**src/rtl/md_pkg.sv**
```systemverilog
// Shared encodings for the HI/LO multiply/divide unit: operation codes, FSM states
// and the write-back md_control value that selects HI.
package md_pkg;

    typedef enum logic [2:0] {
        MD_MULT  = 3'b000,
        MD_MULTU = 3'b001,
        MD_DIV   = 3'b010,
        MD_DIVU  = 3'b011,
        MD_MTHI  = 3'b100,
        MD_MTLO  = 3'b101
    } md_op_t;

    typedef enum logic [1:0] {
        IDLE = 2'd0,
        MUL  = 2'd1,
        DIV  = 2'd2,
        FIX  = 2'd3
    } md_state_t;

    localparam logic [2:0] MD_SEL_HI = 3'b110;

endpackage

```
**src/rtl/md_div_step.sv**
```systemverilog
// One restoring-divide step: shift the next dividend bit into the partial remainder
// and subtract the divisor when it fits.
module md_div_step #(
    parameter int WIDTH = 32
) (
    input  logic [WIDTH-1:0] rem_i,
    input  logic             msb_i,
    input  logic [WIDTH-1:0] divisor_i,
    output logic [WIDTH-1:0] rem_o,
    output logic             q_bit_o
);
    import md_pkg::*;

    logic [WIDTH:0] shifted_s;
    logic [WIDTH:0] diff_s;

    // Remainder < divisor keeps both branches inside WIDTH bits; the top diff bit is the borrow.
    always_comb begin
        shifted_s = {rem_i, msb_i};
        diff_s    = shifted_s - {1'b0, divisor_i};
        if (diff_s[WIDTH] == 1'b0) begin
            rem_o   = diff_s[WIDTH-1:0];
            q_bit_o = 1'b1;
        end else begin
            rem_o   = shifted_s[WIDTH-1:0];
            q_bit_o = 1'b0;
        end
    end

endmodule

```
**src/rtl/mul_div_unit.sv**
```systemverilog
// Iterative MIPS HI/LO multiply/divide unit. Define MDU_FAST_MUL_EN to replace the
// shift-add multiply with a single-cycle product (2-cycle multiply latency).
module mul_div_unit #(
    parameter int WIDTH = 32
) (
    input  logic             clk,
    input  logic             clrn,
    input  logic             start,
    input  logic [2:0]       op,
    input  logic [WIDTH-1:0] a,
    input  logic [WIDTH-1:0] b,
    input  logic             flush,
    output logic             busy,
    output logic             done,
    output logic [WIDTH-1:0] res_hi,
    output logic [WIDTH-1:0] res_lo,
    output logic             div_zero
);
    import md_pkg::*;

    localparam int            CW       = $clog2(WIDTH);
    localparam logic [CW-1:0] CNT_LAST = CW'(WIDTH - 1);

    md_state_t          state_q, state_d;
    logic [CW-1:0]      cnt_q, cnt_d;
    logic [WIDTH-1:0]   mcand_q, mcand_d;
    logic [2*WIDTH-1:0] p_q, p_d;
    logic               neg_q_q, neg_q_d, neg_r_q, neg_r_d;
    logic               is_mul_q, is_mul_d, dz_q, dz_d;
    logic [WIDTH-1:0]   hi_q, hi_d, lo_q, lo_d;
    logic               busy_q, busy_d, done_q, done_d, div_zero_q, div_zero_d;

    md_op_t             op_s;
    logic               signed_op_s, b_zero_s, q_bit_s;
    logic [WIDTH-1:0]   rem_next_s;

    function automatic logic [WIDTH-1:0] abs_val(input logic [WIDTH-1:0] v, input logic sgn);
        return (sgn && v[WIDTH-1]) ? ({WIDTH{1'b0}} - v) : v;
    endfunction

    assign op_s        = md_op_t'(op);
    assign signed_op_s = (op_s == MD_MULT) || (op_s == MD_DIV);
    assign b_zero_s    = (b == {WIDTH{1'b0}});

    // p_q holds {partial remainder, dividend/quotient} while dividing.
    md_div_step #(.WIDTH(WIDTH)) u_div_step (
        .rem_i     (p_q[2*WIDTH-1:WIDTH]),
        .msb_i     (p_q[WIDTH-1]),
        .divisor_i (mcand_q),
        .rem_o     (rem_next_s),
        .q_bit_o   (q_bit_s)
    );

`ifndef MDU_FAST_MUL_EN
    logic [WIDTH:0] mul_sum_s;
    assign mul_sum_s = {1'b0, p_q[2*WIDTH-1:WIDTH]}
                     + (p_q[0] ? {1'b0, mcand_q} : {(WIDTH+1){1'b0}});
`endif

    // State and datapath registers.
    always_ff @(posedge clk or negedge clrn) begin
        if (!clrn) begin
            state_q    <= IDLE;
            cnt_q      <= {CW{1'b0}};
            mcand_q    <= {WIDTH{1'b0}};
            p_q        <= {(2*WIDTH){1'b0}};
            neg_q_q    <= 1'b0;
            neg_r_q    <= 1'b0;
            is_mul_q   <= 1'b0;
            dz_q       <= 1'b0;
            hi_q       <= {WIDTH{1'b0}};
            lo_q       <= {WIDTH{1'b0}};
            busy_q     <= 1'b0;
            done_q     <= 1'b0;
            div_zero_q <= 1'b0;
        end else begin
            state_q    <= state_d;
            cnt_q      <= cnt_d;
            mcand_q    <= mcand_d;
            p_q        <= p_d;
            neg_q_q    <= neg_q_d;
            neg_r_q    <= neg_r_d;
            is_mul_q   <= is_mul_d;
            dz_q       <= dz_d;
            hi_q       <= hi_d;
            lo_q       <= lo_d;
            busy_q     <= busy_d;
            done_q     <= done_d;
            div_zero_q <= div_zero_d;
        end
    end

    // Next-state logic; flush overrides everything, including a same-cycle start.
    always_comb begin
        state_d = state_q;
        if (flush) begin
            state_d = IDLE;
        end else begin
            case (state_q)
                IDLE: begin
                    if (start) begin
                        case (op_s)
                            MD_MULT, MD_MULTU: state_d = MUL;
                            MD_DIV, MD_DIVU:   state_d = b_zero_s ? FIX : DIV;
                            default:           state_d = IDLE;
                        endcase
                    end else begin
                        state_d = IDLE;
                    end
                end
`ifdef MDU_FAST_MUL_EN
                MUL:     state_d = FIX;
`else
                MUL:     state_d = (cnt_q == CNT_LAST) ? FIX : MUL;
`endif
                DIV:     state_d = (cnt_q == CNT_LAST) ? FIX : DIV;
                FIX:     state_d = IDLE;
                default: state_d = IDLE;
            endcase
        end
    end

    // Datapath and output next values.
    always_comb begin
        cnt_d      = cnt_q;
        mcand_d    = mcand_q;
        p_d        = p_q;
        neg_q_d    = neg_q_q;
        neg_r_d    = neg_r_q;
        is_mul_d   = is_mul_q;
        dz_d       = dz_q;
        hi_d       = hi_q;
        lo_d       = lo_q;
        busy_d     = busy_q;
        done_d     = 1'b0;
        div_zero_d = div_zero_q;
        if (flush) begin
            busy_d = 1'b0;
        end else begin
            case (state_q)
                IDLE: begin
                    if (start) begin
                        case (op_s)
                            MD_MULT, MD_MULTU: begin
                                mcand_d    = abs_val(a, signed_op_s);
                                p_d        = {{WIDTH{1'b0}}, abs_val(b, signed_op_s)};
                                neg_q_d    = signed_op_s & (a[WIDTH-1] ^ b[WIDTH-1]);
                                neg_r_d    = signed_op_s & a[WIDTH-1];
                                is_mul_d   = 1'b1;
                                dz_d       = 1'b0;
                                cnt_d      = {CW{1'b0}};
                                busy_d     = 1'b1;
                                div_zero_d = 1'b0;
                            end
                            MD_DIV, MD_DIVU: begin
                                mcand_d    = abs_val(b, signed_op_s);
                                neg_q_d    = signed_op_s & (a[WIDTH-1] ^ b[WIDTH-1]);
                                neg_r_d    = signed_op_s & a[WIDTH-1];
                                is_mul_d   = 1'b0;
                                dz_d       = b_zero_s;
                                cnt_d      = {CW{1'b0}};
                                busy_d     = 1'b1;
                                div_zero_d = 1'b0;
                                // Divide by zero parks the final HI/LO pattern in p_q for FIX.
                                if (b_zero_s) begin
                                    p_d = {a, {WIDTH{1'b1}}};
                                end else begin
                                    p_d = {{WIDTH{1'b0}}, abs_val(a, signed_op_s)};
                                end
                            end
                            MD_MTHI: begin
                                hi_d       = a;
                                done_d     = 1'b1;
                                div_zero_d = 1'b0;
                            end
                            MD_MTLO: begin
                                lo_d       = a;
                                done_d     = 1'b1;
                                div_zero_d = 1'b0;
                            end
                            default: busy_d = 1'b0;
                        endcase
                    end else begin
                        busy_d = 1'b0;
                    end
                end
                MUL: begin
`ifdef MDU_FAST_MUL_EN
                    p_d = {{WIDTH{1'b0}}, mcand_q} * {{WIDTH{1'b0}}, p_q[WIDTH-1:0]};
`else
                    p_d = {mul_sum_s, p_q[WIDTH-1:1]};
`endif
                    cnt_d = cnt_q + CW'(1);
                end
                DIV: begin
                    p_d   = {rem_next_s, p_q[WIDTH-2:0], q_bit_s};
                    cnt_d = cnt_q + CW'(1);
                end
                FIX: begin
                    busy_d = 1'b0;
                    done_d = 1'b1;
                    if (dz_q) begin
                        hi_d       = p_q[2*WIDTH-1:WIDTH];
                        lo_d       = p_q[WIDTH-1:0];
                        div_zero_d = 1'b1;
                    end else if (is_mul_q) begin
                        {hi_d, lo_d} = neg_q_q ? ({(2*WIDTH){1'b0}} - p_q) : p_q;
                    end else begin
                        lo_d = neg_q_q ? ({WIDTH{1'b0}} - p_q[WIDTH-1:0]) : p_q[WIDTH-1:0];
                        hi_d = neg_r_q ? ({WIDTH{1'b0}} - p_q[2*WIDTH-1:WIDTH])
                                       : p_q[2*WIDTH-1:WIDTH];
                    end
                end
                default: busy_d = 1'b0;
            endcase
        end
    end

    assign busy     = busy_q;
    assign done     = done_q;
    assign res_hi   = hi_q;
    assign res_lo   = lo_q;
    assign div_zero = div_zero_q;

endmodule

```
**config.mk**
```make
export PLATFORM = sky130hd
export DESIGN_NAME = mul_div_unit
export DESIGN_NICKNAME = d
export VERILOG_FILES = /design/src/rtl/md_pkg.sv /design/src/rtl/md_div_step.sv /design/src/rtl/mul_div_unit.sv
export SDC_FILE = /design/constraint.sdc
export NUM_CORES = 1
export LEC_CHECK = 0
export ABC_AREA = 0
export CORE_MARGIN = 3
export CORE_UTILIZATION = 45
export DETAILED_ROUTE_END_ITERATION = 16
export RECOVER_POWER = 50
export SETUP_SLACK_MARGIN = 0.2
export SYNTH_ARGS = -nofsm -noshare
export SYNTH_HDL_FRONTEND = slang
export SYNTH_SLANG_ARGS = --single-unit
```
**constraint.sdc**
```tcl
create_clock -name clk -period 4.35 [get_ports clk]
set_input_delay 0.6525 -clock clk [delete_from_list [all_inputs] [get_ports clk]]
set_output_delay 0.6525 -clock clk [all_outputs]
set_load 0.02 [all_outputs]
```
* Yosys cells after proc, flatten, opt, wreduce, memory -nomap -nowiden
Index checks and enable logic that the tools add are counted.
Operators by class: $add $sub $neg 8, eq/ne operators 17, multiplexer cells 47, bitwise logic cells 4, reduce and logical (&&, ||, !) cells 25
Operators by type and width (number):
- 32-bit two-way mux | 14
- 64-bit two-way mux | 3
- 32-bit case mux with 2 select lines | 3
- 64-bit case mux with 3 select lines | 1
- 64-bit case mux with 2 select lines | 1
- 1-bit by 32-bit subtractor with 32-bit output (first input constant) | 4
- 1-bit by 64-bit subtractor with 64-bit output (first input constant) | 1
- 32-bit by 32-bit adder with 33-bit output | 1
- 33-bit by 32-bit subtractor with 33-bit output | 1
- 32-bit logical NOT | 1
- 4-bit AND reduction | 6
- 1-bit case mux with 2 select lines | 6
- 1-bit two-way mux | 11
- 5-bit two-way mux | 2
- 5-bit case mux with 2 select lines | 1
- 2-bit != test (second input constant) | 4
- 2-bit case mux with 4 select lines | 1
- 2-bit OR reduction | 4
- 3-bit by 2-bit == test with 1-bit output (second input constant) | 2
- 3-bit == test (second input constant) | 2
- 2-bit two-way mux | 3
- 2-bit nonzero test | 3
- 3-bit nonzero test | 2
- 6-bit OR reduction | 1
- 19 further kinds | 23
Word-level totals: flip-flop bits (word level) 174, logic and storage cells 114

* Logic depth before layout (Yosys ltp)
word-level depth 8, depth in mapped cells 14, depth with buffers taken out 13

* Modules after synthesis
A second synthesis with hierarchy kept.
Unflattened totals: cell total of the unflattened synthesis 2053, area total of the unflattened synthesis 16126.7 sq um
By module, submodules not included:
- mul_div_unit | instances 1, cells each 1748, area an instance 13768.2 sq um, seq. area each 4354.2 sq um
- md_div_step | instances 1, cells each 305, area an instance 2358.5 sq um, seq. area each 0.0 sq um

* Least setup slack after synthesis
No wires, ideal clock.
kind flip-flop to flip-flop, start point register p_q[0], end point register p_q[60], setup time 0.131 ns, arrival 3.270 ns, data required time 4.219 ns, path slack 0.949 ns, stages on the path, launching flop included 13, clock period less this slack 3.401 ns, path through dfrtp_1 -> inv_1 -> clkbuf_1 -> nor2_1 -> ha_1 -> a2111o_1 -> o22ai_1 -> o21ai_1 -> a2111oi_2 -> o31ai_1 -> a21boi_0 -> nor4_1 -> or3_1
Between the ends: cells in the longest elaborated chain, start to end 3
RTL lines:
- from (decl) | line mul_div_unit.sv:27 | logic [2*WIDTH-1:0] p_q, p_d;
- from (signal assigned) | line mul_div_unit.sv:66 | p_q <= {(2*WIDTH){1'b0}};
- from (signal assigned) | line mul_div_unit.sv:80 | p_q <= p_d;
- 32-bit two-way mux | line mul_div_unit.sv:57 | + (p_q[0] ? {1'b0, mcand_q} : {(WIDTH+1){1'b0}});
- 32-bit by 32-bit adder with 33-bit output | line mul_div_unit.sv:57
- 64-bit case mux with 3 select lines | line mul_div_unit.sv:140 | case (state_q)
No other way between the ends. A chain may end at the register's enable or synchronous reset.

* Final worst setup path
start point register p_q[31], end point register p_q[35]
Between the ends: cells in the longest elaborated chain, start to end 3
RTL lines:
- 33-bit by 32-bit subtractor with 33-bit output | line md_div_step.sv:20 | diff_s = shifted_s - {1'b0, divisor_i};
- 32-bit two-way mux | line md_div_step.sv:21 | if (diff_s[WIDTH] == 1'b0) begin
- 64-bit case mux with 3 select lines | line mul_div_unit.sv:140
No other way between the ends.

==> flow_summary.toml <==
[run_status]
status = "complete, but fails checks"
violations = "capacitance limit, slew limit"

[setup_path]
r2r_end = "p_q[35]$_DFFE_PN0P_"
crit_path_end_kind = "flip-flop"
worstPathMaxFanout = 27
rr_startpoint = "p_q[31]$_DFFE_PN0P_"
cp.arrival_ns = 4.37
critical_path_class = "flip-flop to flip-flop"
startpoint_type = "flip-flop"
required_ns = 4.69
r2r_cells = 13
setup.reg_to_reg.worst_slack_ns = 0.32

[finish]
fillers = 3413
final_area_um2 = 18720
layout-drive-gt1-share_pct = 7.790
fin_nets = 2342
finalNonFillerCells = 2664
synthToLayoutAreaGrowth_pct = 15.94

[timing]
finClkSkew_ns = 0.01908
tightest_slew_ns = 2.063
setup_viol = 0
fin_ws_ns = 0.3176
rsz0062_at_grt = "true"
hold_viol = 0
tns_ns = 0
max_freq_mhz = 248.0
layout_min_cycle_time_ns = 4.032
relSlewSlack_pct = -37.55
finalMaxSlewViolations = 177
min_period_over_period_pct = 92.70

[yosys]
syn_avg_cell_area_um2 = 7.702
synthTopCellsByArea = "dfrtp_1, a21oi_1, ha_1, xnor2_1, nor2_1"
synth.most_common_cell = "nor2_1"
synth_top_cell_area_share_pct = 26.96
synth_cell_types = 85
ys_ff_latch = 174
synth_area_um2 = 16150
syn_nets = 2244
yosys_warnings = 0
synthArstFlopShare_pct = 100.0
synth_edf_count = 0
yosysSeqAreaShare_pct = 26.96
synth_top_cell_by_area = "dfrtp_1"
synthCells = 2097
yosys_most_used_dff = "dfrtp_1"
synthTopCellsByCount = "nor2_1, nand2_1, a21oi_1, dfrtp_1, o21ai_0"

[floorplanning]
start_util_pct = 46.19
die_area_um2 = 38200
core_um2 = 34970
die_x_um = 195.4
dieHeight_um = 195.4
io_pins = 138
num_rows = 68

[routing]
wirelength_um = 68720
avgViaCountPerCell = 6.520
wl_per_cell_um = 25.80
remaining_drc_errors = 0
vias = 17370
first_iter_violations = 1766
dr.pass1.iters = 6
final_antenna_net_count = 0

[global_routing]
grt_usage_pct = 34.96
antenna_found_initial = 0
grt_overflow = 0
grt_first_pass_wirelength_um = 102000
first_global_vias = 16420
grt_max_degree = 105

[power]
vdd_drop_max_mv = 0.3381
intPower_mw = 4.885
p_clk_share_pct = 16.2
power_density_nw_per_um2 = 494.6
p_leak_nw = 7.980
p_switching_mw = 4.377
comb_power_share_pct = 56.8
p_sw_share_pct = 47.26
power.share.sequential_pct = 26.9

[min_path]
worst_hold_path.endpoint = "res_hi[13]$_DFFE_PN0P_"
min_path_cells = 1
min_path_type = "flip-flop to flip-flop"
min_from = "res_hi[13]$_DFFE_PN0P_"

[clock_tree]
insertion_delay_ns = 0.47
cts_made_buffers = 17
clk_pin_slew_ns = 0.08
root_buffer = "clkbuf_16"
htreeDepth = 4
cts_sinks = 174
cts.path.max_buffers = 2
tritoncts = "done"
post_cts_buffers = 0

[run]
cap_violations = 2

[place]
place_congestion = 1.002
dpl_cell_area_um2 = 18200
hpwl_um = 52760
dpl.cell_count = 2631
place_ws_ns = 0.2479
port_buffers = 137
[timing repair]
| item | 4_1_cts | 5_1_grt |
|---|---|---|
| hold buffers | 0 | 0 |
| resized for setup | 0 | 3 |
| endpoints found under the setup margin | 0 | 10 |
[stage by stage]
stage          utilization [%]  hold WS (ns)  power, mW
6_report                 53.55        0.4718      9.262
5_1_grt                  53.54        0.4968      9.800
4_1_cts                  53.56        0.2414      9.196
3_5_place_dp             52.03        0.4649      7.697
3_3_place_gp             52.03        0.4583      7.629
2_1_floorplan                -        0.3569      5.797
[state kept, by name, summed over array words and instances, names as in the netlist, 2 cells and up]
signal,cells
cnt_q,5
state_q,2
p_q,64
res_lo,32
mcand_q,32
res_hi,32
[logic make-up (layout without fill, tap and decap cells)]
logic type	after synthesis	count (layout)	synth area share, %
AOI/OAI and AO/OA	741	741	30.02
xor gates and xnor gates	162	162	8.785
adders and majority gates	76	76	5.981
buffers and inverters	218	329	5.222
DFF	174	174	26.96
muxes	45	45	2.967
other	0	1	0
and+or+nand+nor	681	681	20.07
[layout make-up]
type                       count  area (um2)  share of cell area (%)
clock buffer                  20       446.7                   2.386
sequential                   174        4354                   23.25
clock inverter                12       88.84                  0.4744
inverter                      74       277.8                   1.483
antenna                        1       2.502                 0.01336
timing repair buffer         223        2003                   10.70
tap                          455       569.3                   3.040
multi-input combinational   1705       10980                   58.65
[per-layer routing]
metal / vias to the layer above / track usage, % / wire, um / share of wire [%]
li1: 7869 / - / - / -
met1: 8471 / 47.36 / 28710 / 42
met2: 863 / 54.31 / 30530 / 44
met3: 167 / 6.677 / 6170 / 9.0
met4: 0 / 15.50 / 3316 / 4.8
met5: - / 0 / 0 / 0
[power groups by stage]
| stage | sequential (mW) | clock (mW) | combinational [mW] |
|---|---|---|---|
| floorplan | 2.53 | 0 | 3.27 |
| global placement | 2.49 | 0 | 5.14 |
| detailed placement | 2.50 | 0 | 5.19 |
| CTS | 2.47 | 1.51 | 5.21 |
| global route | 2.53 | 1.57 | 5.70 |
| finish | 2.49 | 1.50 | 5.26 |
[critical path: stages, from the launching register on]
cell and delay, ns:
dfrtp_1 0.51, inv_1 0.22, ha_1 0.27, fa_1 0.42, nor2b_1 0.17, o31ai_1 0.08, buf_4 0.16, a21oi_1 0.39
o211a_1 0.29, or4_4 0.15, nand3_4 0.37, mux2_2 0.43, a221oi_1 0.31, nor3_1 0.09
[placed cells by master, fill, tap and decap left out, types with 70 or more instances in the layout]
| cell | n |
|---|---|
| o21ai_0 | 153 |
| ha_1 | 70 |
| nand2_1 | 200 |
| a21oi_1 | 196 |
| dfrtp_1 | 174 |
| a21o_1 | 75 |
| buf_4 | 84 |
| xnor2_1 | 97 |
| clkdlybuf4s50_1 | 103 |
| nor2_1 | 207 |
| inv_1 | 72 |
[worst max-delay path by stage]
stage                                to                 from  cells past startpoint
floorplan           p_q[60]$_DFFE_PN0P_   p_q[0]$_DFFE_PN0P_                     12
global placement    p_q[41]$_DFFE_PN0P_                 b[3]                     10
detailed placement  p_q[41]$_DFFE_PN0P_                 b[3]                     10
CTS                 p_q[35]$_DFFE_PN0P_  p_q[31]$_DFFE_PN0P_                     13
global route        p_q[35]$_DFFE_PN0P_  p_q[31]$_DFFE_PN0P_                     13
finish              p_q[35]$_DFFE_PN0P_  p_q[31]$_DFFE_PN0P_                     13
No activity file was read; power rests on OpenSTA's default activity.
